$ cat src/rtl/ch_measure_pkg.sv
// ch_measure_pkg
// Shared definitions for the channel measurement controller: datapath widths,
// reset defaults for the step registers and strobe timeout, the controller
// state encoding, and a helper that keeps step values non-zero.
package ch_measure_pkg;

    localparam int TH_W = 16;
    localparam int DC_W = 10;

    localparam logic [TH_W-1:0] TH_DELTA_RST_DEF = 16'd256;
    localparam logic [DC_W-1:0] DC_DELTA_RST_DEF = 10'd1;
    localparam int              STB_TIMEOUT_DEF  = 64;

    typedef enum logic [2:0] {
        IDLE,
        SET_TH,
        WAIT_RDY_LO,
        WAIT_RDY_HI,
        WAIT_STB,
        EVAL,
        EMIT
    } state_e;

    // A zero step would stall the threshold ramp or freeze the delay code,
    // so a written zero is promoted to one.
    function automatic logic [TH_W-1:0] stepOrOne(input logic [TH_W-1:0] step);
        return (step == '0) ? TH_W'(1) : step;
    endfunction

endpackage

$ cat src/rtl/ch_sync2.sv
// ch_sync2
// Two-flop synchroniser bringing an asynchronous level into the clk_i domain.
// Ports:
//   clk_i  - system clock
//   arst_i - synchronous active-high reset, clears both stages
//   d_i    - asynchronous input level
//   q_o    - synchronised level, two clk_i cycles behind d_i
module ch_sync2 (
    input  logic clk_i,
    input  logic arst_i,
    input  logic d_i,
    output logic q_o
);

    logic meta_q;
    logic sync_q;

    // First stage may go metastable; the second stage gives it a full cycle
    // to resolve before anything downstream looks at the value.
    always_ff @(posedge clk_i) begin
        if (arst_i) begin
            meta_q <= 1'b0;
            sync_q <= 1'b0;
        end else begin
            meta_q <= d_i;
            sync_q <= meta_q;
        end
    end

    assign q_o = sync_q;

endmodule

$ cat src/rtl/ch_measure_ctl.sv
// ch_measure_ctl
// Sweeps a DAC threshold upward for each delay-line code until the comparator
// reports the signal at or below the threshold, then emits a (voltage, time)
// point and advances the delay code.
// Ports:
//   clk_i, arst_i                      - clock, synchronous active-high reset
//   run_i                              - keep acquiring points while high
//   stb_i, cmp_out_i, threshold_rdy_i  - asynchronous strobe, comparator, DAC-ready
//   threshold_o, threshold_wre_o       - DAC code and one-cycle write pulse
//   threshold_delta_i/_wr_i            - threshold step value and load strobe
//   d_code_delta_i/_wr_i               - delay-code step value and load strobe
//   d_code_o                           - delay-line code for the current point
//   point_rdy_o, point_v_o, point_t_o  - point valid pulse, voltage, delay code
module ch_measure_ctl
    import ch_measure_pkg::*;
#(
    parameter logic [TH_W-1:0] TH_DELTA_RST = TH_DELTA_RST_DEF,
    parameter logic [DC_W-1:0] DC_DELTA_RST = DC_DELTA_RST_DEF,
    parameter int              STB_TIMEOUT  = STB_TIMEOUT_DEF
) (
    input  logic            clk_i,
    input  logic            arst_i,
    input  logic            run_i,
    input  logic            stb_i,
    input  logic            cmp_out_i,
    output logic [TH_W-1:0] threshold_o,
    output logic            threshold_wre_o,
    input  logic            threshold_rdy_i,
    input  logic [TH_W-1:0] threshold_delta_i,
    input  logic            threshold_delta_wr_i,
    input  logic [DC_W-1:0] d_code_delta_i,
    input  logic            d_code_delta_wr_i,
    output logic [DC_W-1:0] d_code_o,
    output logic            point_rdy_o,
    output logic [TH_W-1:0] point_v_o,
    output logic [DC_W-1:0] point_t_o
);

    localparam int CNT_W = $clog2(STB_TIMEOUT + 1);

    logic stbSync;
    logic cmpSync;
    logic rdySync;

    ch_sync2 uStbSync (.clk_i(clk_i), .arst_i(arst_i), .d_i(stb_i),           .q_o(stbSync));
    ch_sync2 uCmpSync (.clk_i(clk_i), .arst_i(arst_i), .d_i(cmp_out_i),       .q_o(cmpSync));
    ch_sync2 uRdySync (.clk_i(clk_i), .arst_i(arst_i), .d_i(threshold_rdy_i), .q_o(rdySync));

    state_e            state_q,     state_d;
    logic [TH_W-1:0]   threshold_q, threshold_d;
    logic [DC_W-1:0]   dCode_q,     dCode_d;
    logic [TH_W-1:0]   thDelta_q,   thDelta_d;
    logic [DC_W-1:0]   dcDelta_q,   dcDelta_d;
    logic [TH_W-1:0]   pointV_q,    pointV_d;
    logic [DC_W-1:0]   pointT_q,    pointT_d;
    logic              cmpCap_q,    cmpCap_d;
    logic [CNT_W-1:0]  toCnt_q,     toCnt_d;
    logic              stbPrev_q;
    logic              stbEvent;
    logic [TH_W:0]     thSum;
    logic              thWre;
    logic              pointRdy;

    assign stbEvent = stbSync & ~stbPrev_q;
    // Extra carry bit tells us whether the next threshold still fits in TH_W.
    assign thSum    = {1'b0, threshold_q} + {1'b0, thDelta_q};

    // All state lives here; reset wins over every other input.
    always_ff @(posedge clk_i) begin
        if (arst_i) begin
            state_q     <= IDLE;
            threshold_q <= '0;
            dCode_q     <= '0;
            thDelta_q   <= TH_DELTA_RST;
            dcDelta_q   <= DC_DELTA_RST;
            pointV_q    <= '0;
            pointT_q    <= '0;
            cmpCap_q    <= 1'b0;
            toCnt_q     <= '0;
            stbPrev_q   <= 1'b0;
        end else begin
            state_q     <= state_d;
            threshold_q <= threshold_d;
            dCode_q     <= dCode_d;
            thDelta_q   <= thDelta_d;
            dcDelta_q   <= dcDelta_d;
            pointV_q    <= pointV_d;
            pointT_q    <= pointT_d;
            cmpCap_q    <= cmpCap_d;
            toCnt_q     <= toCnt_d;
            stbPrev_q   <= stbSync;
        end
    end

    // Next-state and datapath updates. The write pulse and point pulse are
    // decoded from distinct states, so they can never overlap.
    always_comb begin
        state_d     = state_q;
        threshold_d = threshold_q;
        dCode_d     = dCode_q;
        thDelta_d   = thDelta_q;
        dcDelta_d   = dcDelta_q;
        pointV_d    = pointV_q;
        pointT_d    = pointT_q;
        cmpCap_d    = cmpCap_q;
        toCnt_d     = '0;
        thWre       = 1'b0;
        pointRdy    = 1'b0;

        if (threshold_delta_wr_i) begin
            thDelta_d = stepOrOne(threshold_delta_i);
        end
        if (d_code_delta_wr_i) begin
            dcDelta_d = (d_code_delta_i == '0) ? DC_W'(1) : d_code_delta_i;
        end

        case (state_q)
            IDLE: begin
                if (run_i) begin
                    threshold_d = '0;
                    state_d     = SET_TH;
                end
            end
            SET_TH: begin
                thWre   = 1'b1;
                state_d = WAIT_RDY_LO;
            end
            // Seeing ready drop first guarantees we wait for this write to
            // settle rather than trusting a stale ready from the last one.
            WAIT_RDY_LO: begin
                if (!rdySync) state_d = WAIT_RDY_HI;
            end
            WAIT_RDY_HI: begin
                if (rdySync) state_d = WAIT_STB;
            end
            WAIT_STB: begin
                if (stbEvent || (toCnt_q == CNT_W'(STB_TIMEOUT - 1))) begin
                    cmpCap_d = cmpSync;
                    state_d  = EVAL;
                end else begin
                    toCnt_d = toCnt_q + CNT_W'(1);
                end
            end
            EVAL: begin
                if (!cmpCap_q) begin
                    pointV_d = threshold_q;
                    pointT_d = dCode_q;
                    state_d  = EMIT;
                end else if (!thSum[TH_W]) begin
                    threshold_d = thSum[TH_W-1:0];
                    state_d     = SET_TH;
                end else begin
                    threshold_d = '1;
                    pointV_d    = '1;
                    pointT_d    = dCode_q;
                    state_d     = EMIT;
                end
            end
            EMIT: begin
                pointRdy    = 1'b1;
                dCode_d     = dCode_q + dcDelta_q;
                threshold_d = '0;
                state_d     = run_i ? SET_TH : IDLE;
            end
            default: begin
                state_d = IDLE;
            end
        endcase
    end

    assign threshold_o     = threshold_q;
    assign threshold_wre_o = thWre;
    assign d_code_o        = dCode_q;
    assign point_rdy_o     = pointRdy;
    assign point_v_o       = pointV_q;
    assign point_t_o       = pointT_q;

endmodule

$ cat config.mk
export PLATFORM = sky130hd
export DESIGN_NAME = ch_measure_ctl
export DESIGN_NICKNAME = d
export VERILOG_FILES = /design/src/rtl/ch_measure_pkg.sv /design/src/rtl/ch_sync2.sv /design/src/rtl/ch_measure_ctl.sv
export SDC_FILE = /design/constraint.sdc
export NUM_CORES = 1
export LEC_CHECK = 0
export CORE_UTILIZATION = 45
export DETAILED_ROUTE_END_ITERATION = 10
export PLACE_DENSITY = 0.7
export SLEW_MARGIN = 0
export SYNTH_ARGS = -nofsm -noshare
export SYNTH_HDL_FRONTEND = slang
export SYNTH_SLANG_ARGS = --single-unit
$ cat constraint.sdc
create_clock -name clk_i -period 3 [get_ports clk_i]
set_input_delay 0.3 -clock clk_i [delete_from_list [all_inputs] [get_ports clk_i]]
set_output_delay 0.3 -clock clk_i [all_outputs]
set_load 0.03 [all_outputs]
==> impl_metrics.ini <==
[global_routing]
grt_overflow_total = 0
grt_max_degree = 40
grt_first_pass_wirelength_mm = 18.4
antenna_found_initial = 0
grt_pass1_vias = 3887
grtUsageTotal_pct = 20.5

[logic_synthesis]
synth_area_leaders = dfxtp_1, mux2i_1, ha_1, nor2_1, nand2_1
syn_avg_cell_area_sq_um = 8.79
yosysTopAreaCellShare_pct = 39.0
yosysWarningCount = 0
yosys.area.top_type = dfxtp_1
syn_inst = 560
syn_area_sq_um = 4920
yosysSeqAreaShare_pct = 39.0
synth_nets = 622
synth-edff-count = 0
async_flop_share_pct = 0
synth_cell_type_count = 63
ys.flop_type = dfxtp_1
synth_seq_cells = 96

[timing]
fmax_mhz = 385
tightest_slew_ns = 0.929
min_period_ns = 2.60
clock_skew_ns = 0.0142
maxSlewViolCount = 0
final-hold-violation-count = 0
setup_viol = 0
tns_ns = 0
rsz0062_at_grt = no
max_slew_margin_pct = 37.9
min_period_over_period_pct = 86.6

[worst_setup_path]
cp_max_fo = 16
timing.rr.end = point_t_o[2]$_SDFFE_PP0P_
regToRegSetupSlack_ns = 0.55
slowest_delay_ns = 0.69
r2r_start = threshold_o[0]$_SDFFE_PP0P_
crit_path_end_kind = output port
required_ns = 2.70
critPathTopFamily = buffers and inverters
cp-start-kind = register
critical-path-slowest-cell = clkdlybuf4s50_1
crit_type = register to output port
crit_chain = nor2b_1 -> nand2_1 -> inv_1 -> clkdlybuf4s50_1
worstRegToRegCells = 9
worst-path-buf-inv = 2
arrival_ns = 2.30

[drt]
wire_per_inst_um = 14.3
drc_errors = 0
drt_first_iter_violations = 190
viasPerCell = 5.36
vias = 4178
wirelength_mm = 11.1
drtAntennaViolNets = 0
drt-pass1-iter-count = 5

[pwr]
ir_worst_vdd_uv = 184
power_density_nw_per_um2 = 389
cellLeakagePower_nw = 2.44

[layout]
diodes = 0
fin_cells = 779
nets = 700
fillers = 1007
syn_to_final_growth_pct = 22.9
final_layout_size_suffix_gt1_share_pct = 5.91

[floorplanning]
start_util_pct = 47.1
rows = 37
die_height_um = 107
io_pins = 88
die_area_sq_um = 11400
die_x_um = 107
core_sq_um = 10500

[job]
drv_cap = 0

[clock_network]
cts_buffers = 9
insertion_delay_ns = 0.36
cts_tree = done
cts-root-buf = clkbuf_8
cts_hold_buffers = 0
clock_path_buffers = 2
h-tree-depth = 3
post_cts_resized = 0
path_clk_slew_ns = 0.09
cts_sinks = 96
cts_setup_buffers = 0

[hold_path]
holdPathStages = 2
hp-class = input pin to register
whs_endpoint = point_v_o[4]$_SDFFE_PP0P_
min_from = arst_i

[placement]
dp.cells = 763
gp_congestion = 0.862
hpwl_mm = 8.62
port_buffers = 87

[run_status]
outcome = finished clean
## worst register-to-register path, cell delays in order (launching register included)
cell and delay [ns]:
dfxtp_1 0.36, ha_1 0.25, fa_1 0.44, a211oi_2 0.23, o21ai_2 0.13, o221ai_2 0.22
a21oi_2 0.15, o21ai_4 0.16, buf_4 0.23, mux2i_1 0.21
## layout make-up
type | count | area [sq um] | share of cell area (%)
clock buffers | 14 | 163 | 2.69
clock inverters | 2 | 13.8 | 0.228
inverters | 28 | 105 | 1.74
well taps | 136 | 170 | 2.81
repair buffers | 93 | 911 | 15.1
multi-input cells | 410 | 2770 | 45.7
flip-flops and latches | 96 | 1920 | 31.8
## cells by family (layout without fill, tap and decap cells)
family                   count (synthesis)  count (layout)  synth area share (%)
AND/OR/NAND/NOR                        200             200                  19.4
AO/OA/AOI/OAI                          125             125                  18.2
flip-flops                              96              96                  39.0
buffers and inverters                   54             137                  4.80
multiplexers                            39              39                  7.95
adder cells (fa/ha/maj)                 28              28                  7.42
XOR/XNOR                                18              18                  3.20
## registers in the layout (all words and copies together), names as in the netlist, 3 cells and up
signal / flops
state_q: 3
dcDelta_q: 10
d_code_o: 10
point_v_o: 16
threshold_o: 16
point_t_o: 10
thDelta_q: 16
toCnt_q: 7
## layer usage
layer	global-route usage [%]	part of all wire, %	vias to the layer above
li1	-	-	2124
met1	28.2	49	1934
met2	32.1	44	111
met3	2.80	5.4	9
met4	8.41	1.2	0
met5	0	0	-
## power by group
| part | internal, mW | switching (mW) | leakage (nW) |
|---|---|---|---|
| Combinational | 0.116 | 0.124 | 1.57 |
| Clock | 0.349 | 0.429 | 0.0907 |
| Sequential | 1.30 | 0.0308 | 0.781 |
| Total | 1.77 | 0.585 | 2.44 |
## per-stage QoR
step,hold slack (ns),power [mW],utilization (%),setup slack (ns),instance area [sq um]
2_1_floorplan,0.414,1.51,-,0.527,4920
3_3_place_gp,0.423,1.60,56.1,0.656,5870
3_5_place_dp,0.432,1.60,56.1,0.561,5870
4_1_cts,0.390,2.37,57.8,0.407,6050
5_1_grt,0.405,2.46,57.8,0.286,6050
6_report,0.403,2.35,57.8,0.402,6050
## Yosys cell counts, drive strengths merged (2+ instances only)
library cell  instances
and3                  2
nor2                 74
o21bai                2
mux2i                38
clkbuf               16
ha                   26
inv                  28
and2                  2
o31ai                 2
a211o                 2
xor2                  8
nor3                 11
dfxtp                96
nor3b                 3
nor4b                 2
nand4                 2
nand3                 7
a21oi                33
o22ai                 2
fa                    2
xnor2                10
a2111oi               2
nor2b                16
o211ai                2
buf                  10
nand2                44
a211oi               23
o221ai                2
nand2b               21
or2                   2
o21ai                29
nor4                  4
nand3b                2
o21a                  3
a221oi                3
a21o                  6
or3                   4
o211a                 2
## cell usage in the layout, fill, tap and decap left out, types with 3 or more instances in the layout
| master | n |
|---|---|
| inv_1 | 28 |
| nand2b_1 | 21 |
| a21oi_1 | 32 |
| a211oi_1 | 12 |
| buf_4 | 6 |
| nor3b_1 | 3 |
| nand2_1 | 44 |
| or3_1 | 4 |
| mux2i_1 | 38 |
| a21o_1 | 6 |
| ha_1 | 26 |
| nor2b_1 | 16 |
| nand3_1 | 7 |
| xnor2_1 | 10 |
| o21a_1 | 3 |
| o21ai_0 | 27 |
| dfxtp_1 | 96 |
| clkbuf_8 | 11 |
| clkbuf_1 | 3 |
| clkdlybuf4s50_1 | 86 |
| xor2_1 | 8 |
| a221oi_1 | 3 |
| a211oi_2 | 11 |
| nor3_1 | 11 |
| nor2_1 | 74 |
| nor4_1 | 4 |
## worst max-delay path by stage
stage                                 from                         to  slack, ns  cells after the start
4_1_cts            state_q[1]$_SDFFE_PP0P_                point_rdy_o       0.41                      4
5_1_grt            state_q[1]$_SDFFE_PP0P_                point_rdy_o       0.29                      4
3_5_place_dp   threshold_o[0]$_SDFFE_PP0P_  point_t_o[6]$_SDFFE_PP0P_       0.56                      9
3_3_place_gp   threshold_o[0]$_SDFFE_PP0P_  point_v_o[7]$_SDFFE_PP0P_       0.66                      9
6_report           state_q[1]$_SDFFE_PP0P_                point_rdy_o       0.40                      4
2_1_floorplan  threshold_o[0]$_SDFFE_PP0P_  point_v_o[0]$_SDFFE_PP0P_       0.53                     10
No activity file was read; power rests on OpenSTA's default activity.
